File: config.mk
export PLATFORM = sky130hd
export DESIGN_NAME = mem_port_arbiter
export DESIGN_NICKNAME = d
export VERILOG_FILES = /design/src/rtl/mem_port_arbiter.sv
export SDC_FILE = /design/constraint.sdc
export NUM_CORES = 1
export LEC_CHECK = 0
export CAP_MARGIN = 20
export CORE_ASPECT_RATIO = 2
export CORE_MARGIN = 4
export CORE_UTILIZATION = 40
export DETAILED_ROUTE_END_ITERATION = 8
export PLACE_DENSITY = 0.8
export SETUP_SLACK_MARGIN = 0.02
export SLEW_MARGIN = 20
export SYNTH_ARGS = -nofsm -noshare
export SYNTH_HDL_FRONTEND = slang
export SYNTH_SLANG_ARGS = --single-unit
File: constraint.sdc
create_clock -name clk -period 5.35 [get_ports clk]
set_clock_uncertainty 0.2 [all_clocks]
set_input_delay 0.8025 -clock clk [delete_from_list [all_inputs] [get_ports clk]]
set_output_delay 0.8025 -clock clk [all_outputs]
set_load 0.01 [all_outputs]
File: src/rtl/mem_port_arbiter.sv
// Single-port memory arbiter between instruction fetch (I) and data (D) requesters.
// Optional build macro ARB_RR_EN: alternate the grant on contended arbitrations.
module mem_port_arbiter #(
    parameter int ADDR_W = 32,
    parameter int DATA_W = 32,
    parameter int MODE_W = 3
) (
    input  logic              clk,
    input  logic              rst,
    input  logic              i_req,
    input  logic [ADDR_W-1:0] i_addr,
    input  logic              i_kill,
    output logic              i_valid,
    output logic [DATA_W-1:0] i_rdata,
    input  logic              d_req,
    input  logic              d_we,
    input  logic [ADDR_W-1:0] d_addr,
    input  logic [DATA_W-1:0] d_wdata,
    input  logic [MODE_W-1:0] d_mode,
    output logic              d_valid,
    output logic [DATA_W-1:0] d_rdata,
    output logic              stall_i,
    output logic              stall_d,
    output logic              mem_req,
    output logic              mem_we,
    output logic [ADDR_W-1:0] mem_addr,
    output logic [DATA_W-1:0] mem_wdata,
    output logic [MODE_W-1:0] mem_mode,
    input  logic              mem_ready,
    input  logic              mem_rvalid,
    input  logic [DATA_W-1:0] mem_rdata
);

    localparam logic [MODE_W-1:0] WORD_MODE = MODE_W'(3'b010);

    typedef enum logic [1:0] {
        IDLE  = 2'd0,
        ISSUE = 2'd1,
        WAIT  = 2'd2,
        RESP  = 2'd3
    } state_t;

    state_t state, nextState;

    logic              ownerD;
    logic              killFlag;
    logic              killHit;
    logic              killAny;
    logic              latchCmd;
    logic              grantD;
    logic              respDone;
    logic              preferD;
    logic              memReqR;
    logic              iValidR;
    logic              dValidR;
    logic [DATA_W-1:0] iRdataR;
    logic [DATA_W-1:0] dRdataR;
    logic              memWeR;
    logic [ADDR_W-1:0] memAddrR;
    logic [DATA_W-1:0] memWdataR;
    logic [MODE_W-1:0] memModeR;

`ifdef ARB_RR_EN
    logic lastWinnerD;

    // Remembers who won the last contended arbitration (reset favours I as last winner).
    always_ff @(posedge clk or posedge rst) begin
        if (rst) begin
            lastWinnerD <= 1'b0;
        end else if (latchCmd && i_req && d_req) begin
            lastWinnerD <= grantD;
        end
    end

    assign preferD = ~lastWinnerD;
`else
    assign preferD = 1'b1;
`endif

    // A kill only matters while a fetch owns the memory handshake.
    assign killHit = i_kill && !ownerD && ((state == ISSUE) || (state == WAIT));
    assign killAny = killFlag || killHit;

    // State register.
    always_ff @(posedge clk or posedge rst) begin
        if (rst) begin
            state <= IDLE;
        end else begin
            state <= nextState;
        end
    end

    // Next-state, arbitration and response-completion decode.
    always_comb begin
        nextState = state;
        latchCmd  = 1'b0;
        grantD    = 1'b0;
        respDone  = 1'b0;
        case (state)
            IDLE: begin
                if (i_req || d_req) begin
                    latchCmd  = 1'b1;
                    grantD    = d_req && (!i_req || preferD);
                    nextState = ISSUE;
                end else begin
                    nextState = IDLE;
                end
            end
            ISSUE: begin
                if (mem_ready) begin
                    if (mem_rvalid) begin
                        respDone  = 1'b1;
                        nextState = RESP;
                    end else begin
                        nextState = WAIT;
                    end
                end else begin
                    nextState = ISSUE;
                end
            end
            WAIT: begin
                if (mem_rvalid) begin
                    respDone  = 1'b1;
                    nextState = RESP;
                end else begin
                    nextState = WAIT;
                end
            end
            RESP: begin
                nextState = IDLE;
            end
            default: begin
                nextState = IDLE;
            end
        endcase
    end

    // Command latch, owner/kill tracking, response pulses and read-data capture.
    always_ff @(posedge clk or posedge rst) begin
        if (rst) begin
            memReqR   <= 1'b0;
            ownerD    <= 1'b0;
            killFlag  <= 1'b0;
            iValidR   <= 1'b0;
            dValidR   <= 1'b0;
            iRdataR   <= '0;
            dRdataR   <= '0;
            memWeR    <= 1'b0;
            memAddrR  <= '0;
            memWdataR <= '0;
            memModeR  <= '0;
        end else begin
            memReqR <= (nextState == ISSUE);
            iValidR <= respDone && !ownerD && !killAny;
            dValidR <= respDone && ownerD;
            if (latchCmd) begin
                ownerD    <= grantD;
                killFlag  <= 1'b0;
                memWeR    <= grantD ? d_we : 1'b0;
                memAddrR  <= grantD ? d_addr : i_addr;
                memWdataR <= grantD ? d_wdata : '0;
                memModeR  <= grantD ? d_mode : WORD_MODE;
            end else if (killHit) begin
                killFlag <= 1'b1;
            end
            // A killed fetch keeps the previous instruction word visible.
            if (respDone && !ownerD && !killAny) begin
                iRdataR <= mem_rdata;
            end
            if (respDone && ownerD && !memWeR) begin
                dRdataR <= mem_rdata;
            end
        end
    end

    assign mem_req   = memReqR;
    assign mem_we    = memWeR;
    assign mem_addr  = memAddrR;
    assign mem_wdata = memWdataR;
    assign mem_mode  = memModeR;
    assign i_valid   = iValidR;
    assign d_valid   = dValidR;
    assign i_rdata   = iRdataR;
    assign d_rdata   = dRdataR;
    assign stall_i   = i_req && !iValidR;
    assign stall_d   = d_req && !dValidR;

endmodule

==> results of run 1 <==
==> worst register-to-register path: stages (launching register included) <==
cell	delay, ns
dfrtp_1	0.38
inv_1	0.10
ha_1	0.21
a21oi_1	0.29
or3_2	0.92
mux2_2	0.42
==> state kept, by name (all words and copies together), names as in the netlist <==
name / cells
d_rdata: 32
i_rdata: 32
mem_addr: 32
mem_wdata: 32
mem_mode: 3
state: 2
d_valid: 1
i_valid: 1
killFlag: 1
mem_req: 1
mem_we: 1
ownerD: 1
==> worst paths after layout <==
check                      slack, ns  cells past startpoint     endpoint  startpoint
min reg2reg                     0.29                      2     killFlag    killFlag
max reg2reg                     2.71                      5  i_rdata[28]    state[0]
max in group asynchronous       3.08                      3  d_rdata[26]         rst
min in group asynchronous       0.77                      2   i_rdata[8]         rst
min                             0.29                      2     killFlag    killFlag
max                             1.93                      3      stall_d       d_req
==> cell usage after synthesis <==
cell / number
a211oi_1: 1
a21o_2: 1
a21oi_1: 3
a22o_1: 99
a31oi_1: 1
and2_1: 1
buf_1: 6
buf_12: 3
buf_2: 5
buf_6: 1
clkbuf_1: 15
dfrtp_1: 139
ha_1: 4
inv_1: 7
mux2_1: 1
mux2_2: 34
mux2_4: 29
nand2_1: 1
nand3_1: 1
nor2_1: 2
nor2b_1: 4
nor3_1: 2
nor4_2: 1
o21a_1: 1
o21ai_0: 1
o21ai_1: 1
o22ai_1: 1
or3_1: 2
==> stage by stage <==
step | total power, mW | hold WS (ns) | cell area (um^2) | setup WS, ns | cells
finish | 5.27 | 0.286 | 9060 | 1.93 | 836
floorplan | 2.82 | 0.254 | 5570 | 0.623 | 367
detailed placement | 4.12 | 0.278 | 8450 | 1.96 | 804
global route | 5.54 | 0.316 | 9060 | 1.80 | 836
CTS | 5.34 | 0.293 | 9050 | 1.96 | 836
global placement | 4.04 | 0.265 | 8450 | 1.97 | 804
==> logic make-up after synthesis <==
logic type	Yosys count
AO/OA/AOI/OAI	109
AND/OR/NAND/NOR	14
adder cells (fa/ha/maj)	4
flip-flops	139
buffers and inverters	37
multiplexers	64
==> per-layer routing <==
layer | track usage (%) | vias up
met5 | 0 | -
met4 | 10.6 | 0
met3 | 4.52 | 38
met2 | 35.5 | 205
met1 | 21.7 | 2065
li1 | - | 1923
==> power breakdown <==
group | total [mW] | switching, mW | internal [mW]
registers | 1.81 | 0.274 | 1.53
clock network | 1.19 | 0.486 | 0.705
logic | 2.28 | 0.903 | 1.37
total | 5.27 | 1.66 | 3.61
==> final cells by class <==
cell class / instances / area (um^2)
inverter: 7 / 31.3
multi-input combinational: 191 / 1920
tap: 186 / 233
timing repair buffer: 281 / 2800
clock buffer: 17 / 425
fill: 1017 / 4530
sequential: 139 / 3480
clock inverter: 15 / 175
==> metrics, run 1 <==
status=complete, no violations; hold buffer count at cts=0; CP peak stage delay=0.84 ns; largest area contributor in the netlist=dfrtp_1; Worst slew margin=28.5%; highest-count cells in the layout ignoring fill and taps=clkdlybuf4s50_1 (275), dfrtp_1 (139), a22o_1 (99), mux2_2 (34), mux2_4 (29); synthesized area per cell=15.2 um^2; global-route wire length before repair=25.0 mm; gpl congestion=0.788; Distinct cells, synth=28; vias in the first global route=4,685; die height=175 um; largest net degree at the start of global routing=98; Setup TNS Final=0 ns; Crit. End Element=output pin; area fraction of the dominant cell type after synthesis=62.4%; MaxCap Viol Count=0; # rows=60; total leakage power=4.03 nW; DR vias=4,231; WP buf/inv=2; number of remaining DRC errors=0; unrepaired setup endpoints after global routing=false; Ant. Diodes=0; H-tree depth=4; Clk pin slew, worst setup/hold paths=0.06 ns; Worst-Skew Late Latency=0.41 ns; Iter 0 DRT Violations=139; postcts setup bufs=0; Worst-Margin Slew=1.07 ns; slowest CP cell=clkdlybuf4s50_1; total CTS buffers=17; DR top layer=met4; Root Driver=clkbuf_16; Die ar.=~16,000 um^2; yosys warns=0; DR pass1 iterations=4; Mapped Area=5570 um^2; Final min period=around 3.4 ns; Post-Synth Simple-Gate Area=1.48%; Req. time, crit path=4.35 ns; final setup fails=0; Max VDD drop=0.000262 V; Layout area overhead=62.6%; delay-heaviest family, CP=buffers and inverters; dpl hpwl=roughly 12 mm; Syn Inst Count=367; largest family of logic cells by synthesized area=compound AO/OA/AOI/OAI gates; Routed WL per cell=19.0 um; post-synthesis sequential area ratio=62.4%; post-synthesis xor/xnor area fraction=0%; port bufs=275; Total Nets Final=780; clock sink count=139; register bit total from synthesis=139; DRT Wirelength=15.9 mm; clock tree buffer depth=2; GR Util All Layers=20.0%; CP Class=primary input to output pin; crit path DAT=2.42 ns; commonest non-fill, non-tap cell in the layout=clkdlybuf4s50_1; fin util=66.7%; Slew Limit Fails=0; initial antenna violation count=0; Compound-Gate Fraction of Synth Area=between 10% and 20%; ANT nets after route=0; Core ar.=13,600 um^2; Final Hold Fails=0; Power Density=slightly below 600 nW/um^2; CTS tree=yes; Overflow after GRT=0; # IOs=276; worst hold path class=flip-flop to flip-flop; Starting Density=slightly above 40%; met2 WL=8.55 mm; Resized cells post-CTS=0; maximum fanout along the worst path=12; layout cells sized above 1=16.5%; largest cells by area after synthesis=dfrtp_1 (62%), a22o_1 (16%), mux2_4 (7.8%), mux2_2 (6.9%), buf_12 (1.1%); met1 WL=5.67 mm; Via density=5.06; Most Frequent Cell on Critical Path=clkdlybuf4s50_1; routed length on met3=1.01 mm; Worst Setup Start Kind=primary input; post-synthesis adder-cell area fraction=0.898%; fin crit share=63.9%; syn_nets=510; mux cell area share after synthesis=14.9%; sequence of cells on the critical path=clkdlybuf4s50_1 -> nor2b_1 -> clkdlybuf4s50_1; Die W=91.4 um; Fmax=293 MHz
Power figures use the tool's default switching activity.
==> inputs of run 2 (changes only) <==
==> constraint.sdc (replaced) <==
create_clock -name clk -period 3.4 [get_ports clk]
set_clock_uncertainty 0.2 [all_clocks]
set_input_delay 0.51 -clock clk [delete_from_list [all_inputs] [get_ports clk]]
set_output_delay 0.51 -clock clk [all_outputs]
set_load 0.01 [all_outputs]
==> metrics, run 2 (synthesis results as in run 1) <==
DRT Wirelength=16.0 mm (+0.54%); crit path DAT=2.21 ns (-0.21 ns); Power Density=912 nW/um^2 (+57%); Sw Share=31.4% (-0.16 points); fin cells=842 (+0.72%); Clk pin slew, worst setup/hold paths=0.06 ns (about the same); Worst-Margin Slew=0.767 ns (-0.301 ns); fin crit share=about 86%; crit path launch=d_req; Max VDD drop=0.000497 V (+90%); clock tree buffer depth=2 (unchanged); vias in the first global route=4,547 (-2.9%); maximum fanout along the worst path=37 (+25); Worst slew margin=48.7% (+20 points); Die W=91.4 um (unchanged); FF-to-FF setup slack=0.88 ns (-1.83 ns); pre-CTS WS=0.467 ns (-1.49 ns); # rows=60 (unchanged); DR vias=4,231 (unchanged); gpl congestion=0.780 (-0.94%); total CTS buffers=17 (unchanged); worst reg2reg path endpoint=i_rdata[0]; port bufs=275 (unchanged); status=complete, no violations; Resized cells post-CTS=0 (unchanged); Via density=5.02 (-0.71%); global-route wire length before repair=24.7 mm (-1.2%); Total Nets Final=785 (+0.64%); total leakage power=4.08 nW (+1.2%); Crit. End Element=output pin; Final WS setup=0.478 ns (-1.45 ns); Final min period=2.92 ns; Iter 0 DRT Violations=105 (-24%); Root Driver=clkbuf_16; unrepaired setup endpoints after global routing=false; P_sw=2.62 mW (+57%); sequential share of power=34.1% (-0.2 points); CP Class=primary input to output pin; commonest non-fill, non-tap cell in the layout=clkdlybuf4s50_1; CP endpoint=stall_d; largest net degree at the start of global routing=70 (-29%); Final Hold Fails=0 (unchanged); DR pass1 iterations=4 (unchanged); number of remaining DRC errors=0 (unchanged); Worst Setup Start Kind=primary input; Req. time, crit path=2.69 ns (-1.66 ns); layout cells sized above 1=17.1% (+0.64 points); Hold Crit Start=d_rdata[12]; final setup fails=0 (unchanged); Overflow after GRT=0 (unchanged); Worst-Skew Late Latency=0.40 ns (about the same); ANT nets after route=0 (unchanged); Core ar.=13,600 um^2 (unchanged); MaxCap Viol Count=0 (unchanged); Reg2Reg Depth=6 (+1); Internal Power=5.73 mW (+59%); dpl cells=808 (+0.50%); Slew Limit Fails=0 (unchanged); logic gate share of total power=43.5% (+0.4 points); die height=175 um (unchanged); hold buffer count at cts=0 (unchanged); total power=8.34 mW (+58%); dpl hpwl=12.1 mm (+1.4%); Clk pwr share=22.4% (-0.2 points); GR Util All Layers=19.9% (-0.042 points); reg2reg start=state[0]; Fmax=342 MHz; H-tree depth=4 (unchanged); CTS tree=yes; highest-count cells in the layout ignoring fill and taps=clkdlybuf4s50_1 (275), dfrtp_1 (139), a22o_1 (99), mux2_2 (34), mux2_4 (29); Die ar.=16,000 um^2 (unchanged); Starting Density=41.0% (unchanged); postcts setup bufs=0 (unchanged); Routed WL per cell=18.9 um (-0.17%); worst hold path class=flip-flop to flip-flop; # fillers=1,021 (+0.39%); Layout area overhead=64.2%; initial antenna violation count=1 (+1); Setup TNS Final=0 ns (unchanged); # IOs=276 (unchanged); clock sink count=139 (unchanged)
## run 2: cell types whose count changed in the layout (fill, tap and decap cells not counted), sizes merged
| cell | delta |
|---|---|
| buf | +5 |
| diode | +1 |
| clkinv | +1 |
| clkinvlp | -1 |
## run 2: metrics by stage
step / hold slack [ns] / utilization (%) / cell area (um^2)
after detailed placement: 0.275 / 62.7 / 8510
after global placement: 0.265 / 62.6 / 8510
final: 0.283 / 67.3 / 9150
after CTS: 0.288 / 67.1 / 9110
after global routing: 0.305 / 67.3 / 9150
after floorplan: 0.254 / - / 5570
## run 2: metal layers
metal | vias to the layer above | routed length, um | GRT usage [%]
met2 | 198 | 8760 | 37.0
met5 | - | 0 | 0
li1 | 1929 | - | -
met1 | 2072 | 5630 | 20.8
met3 | 32 | 1040 | 5.13
met4 | 0 | 532 | 8.50
## run 2: worst min path at each step
stage                  end  slack (ns)  depth (start not counted)
2_1_floorplan     killFlag        0.25                          2
3_3_place_gp      killFlag        0.27                          2
3_5_place_dp   d_rdata[12]        0.27                          1
4_1_cts        d_rdata[12]        0.29                          1
5_1_grt           killFlag        0.31                          2
6_report       d_rdata[12]        0.28                          1
## run 2: critical path, stage by stage
cell and delay (ns):
clkdlybuf4s50_1 0.52, buf_4 0.38, nor2b_1 0.23, clkdlybuf4s50_1 0.56
## run 2: power groups by stage
stage | Clock, mW | Combinational, mW | Sequential (mW)
6_report | 1.87 | 3.63 | 2.85
5_1_grt | 2.00 | 3.84 | 2.95
4_1_cts | 1.92 | 3.65 | 2.85
3_5_place_dp | 0 | 3.63 | 2.87
3_3_place_gp | 0 | 3.53 | 2.84
2_1_floorplan | 0 | 1.27 | 3.16
## run 2: area by class of cell
class                      count  area, um^2  share of cell area [%]
antenna                        1        2.50                  0.0274
sequential                   139        3480                    38.0
tap                          186         233                    2.54
inverter                       7        30.0                   0.328
multi-input combinational    191        1920                    21.0
clock buffer                  17         425                    4.65
timing repair buffer         286        2880                    31.5
clock inverter                15         176                    1.93
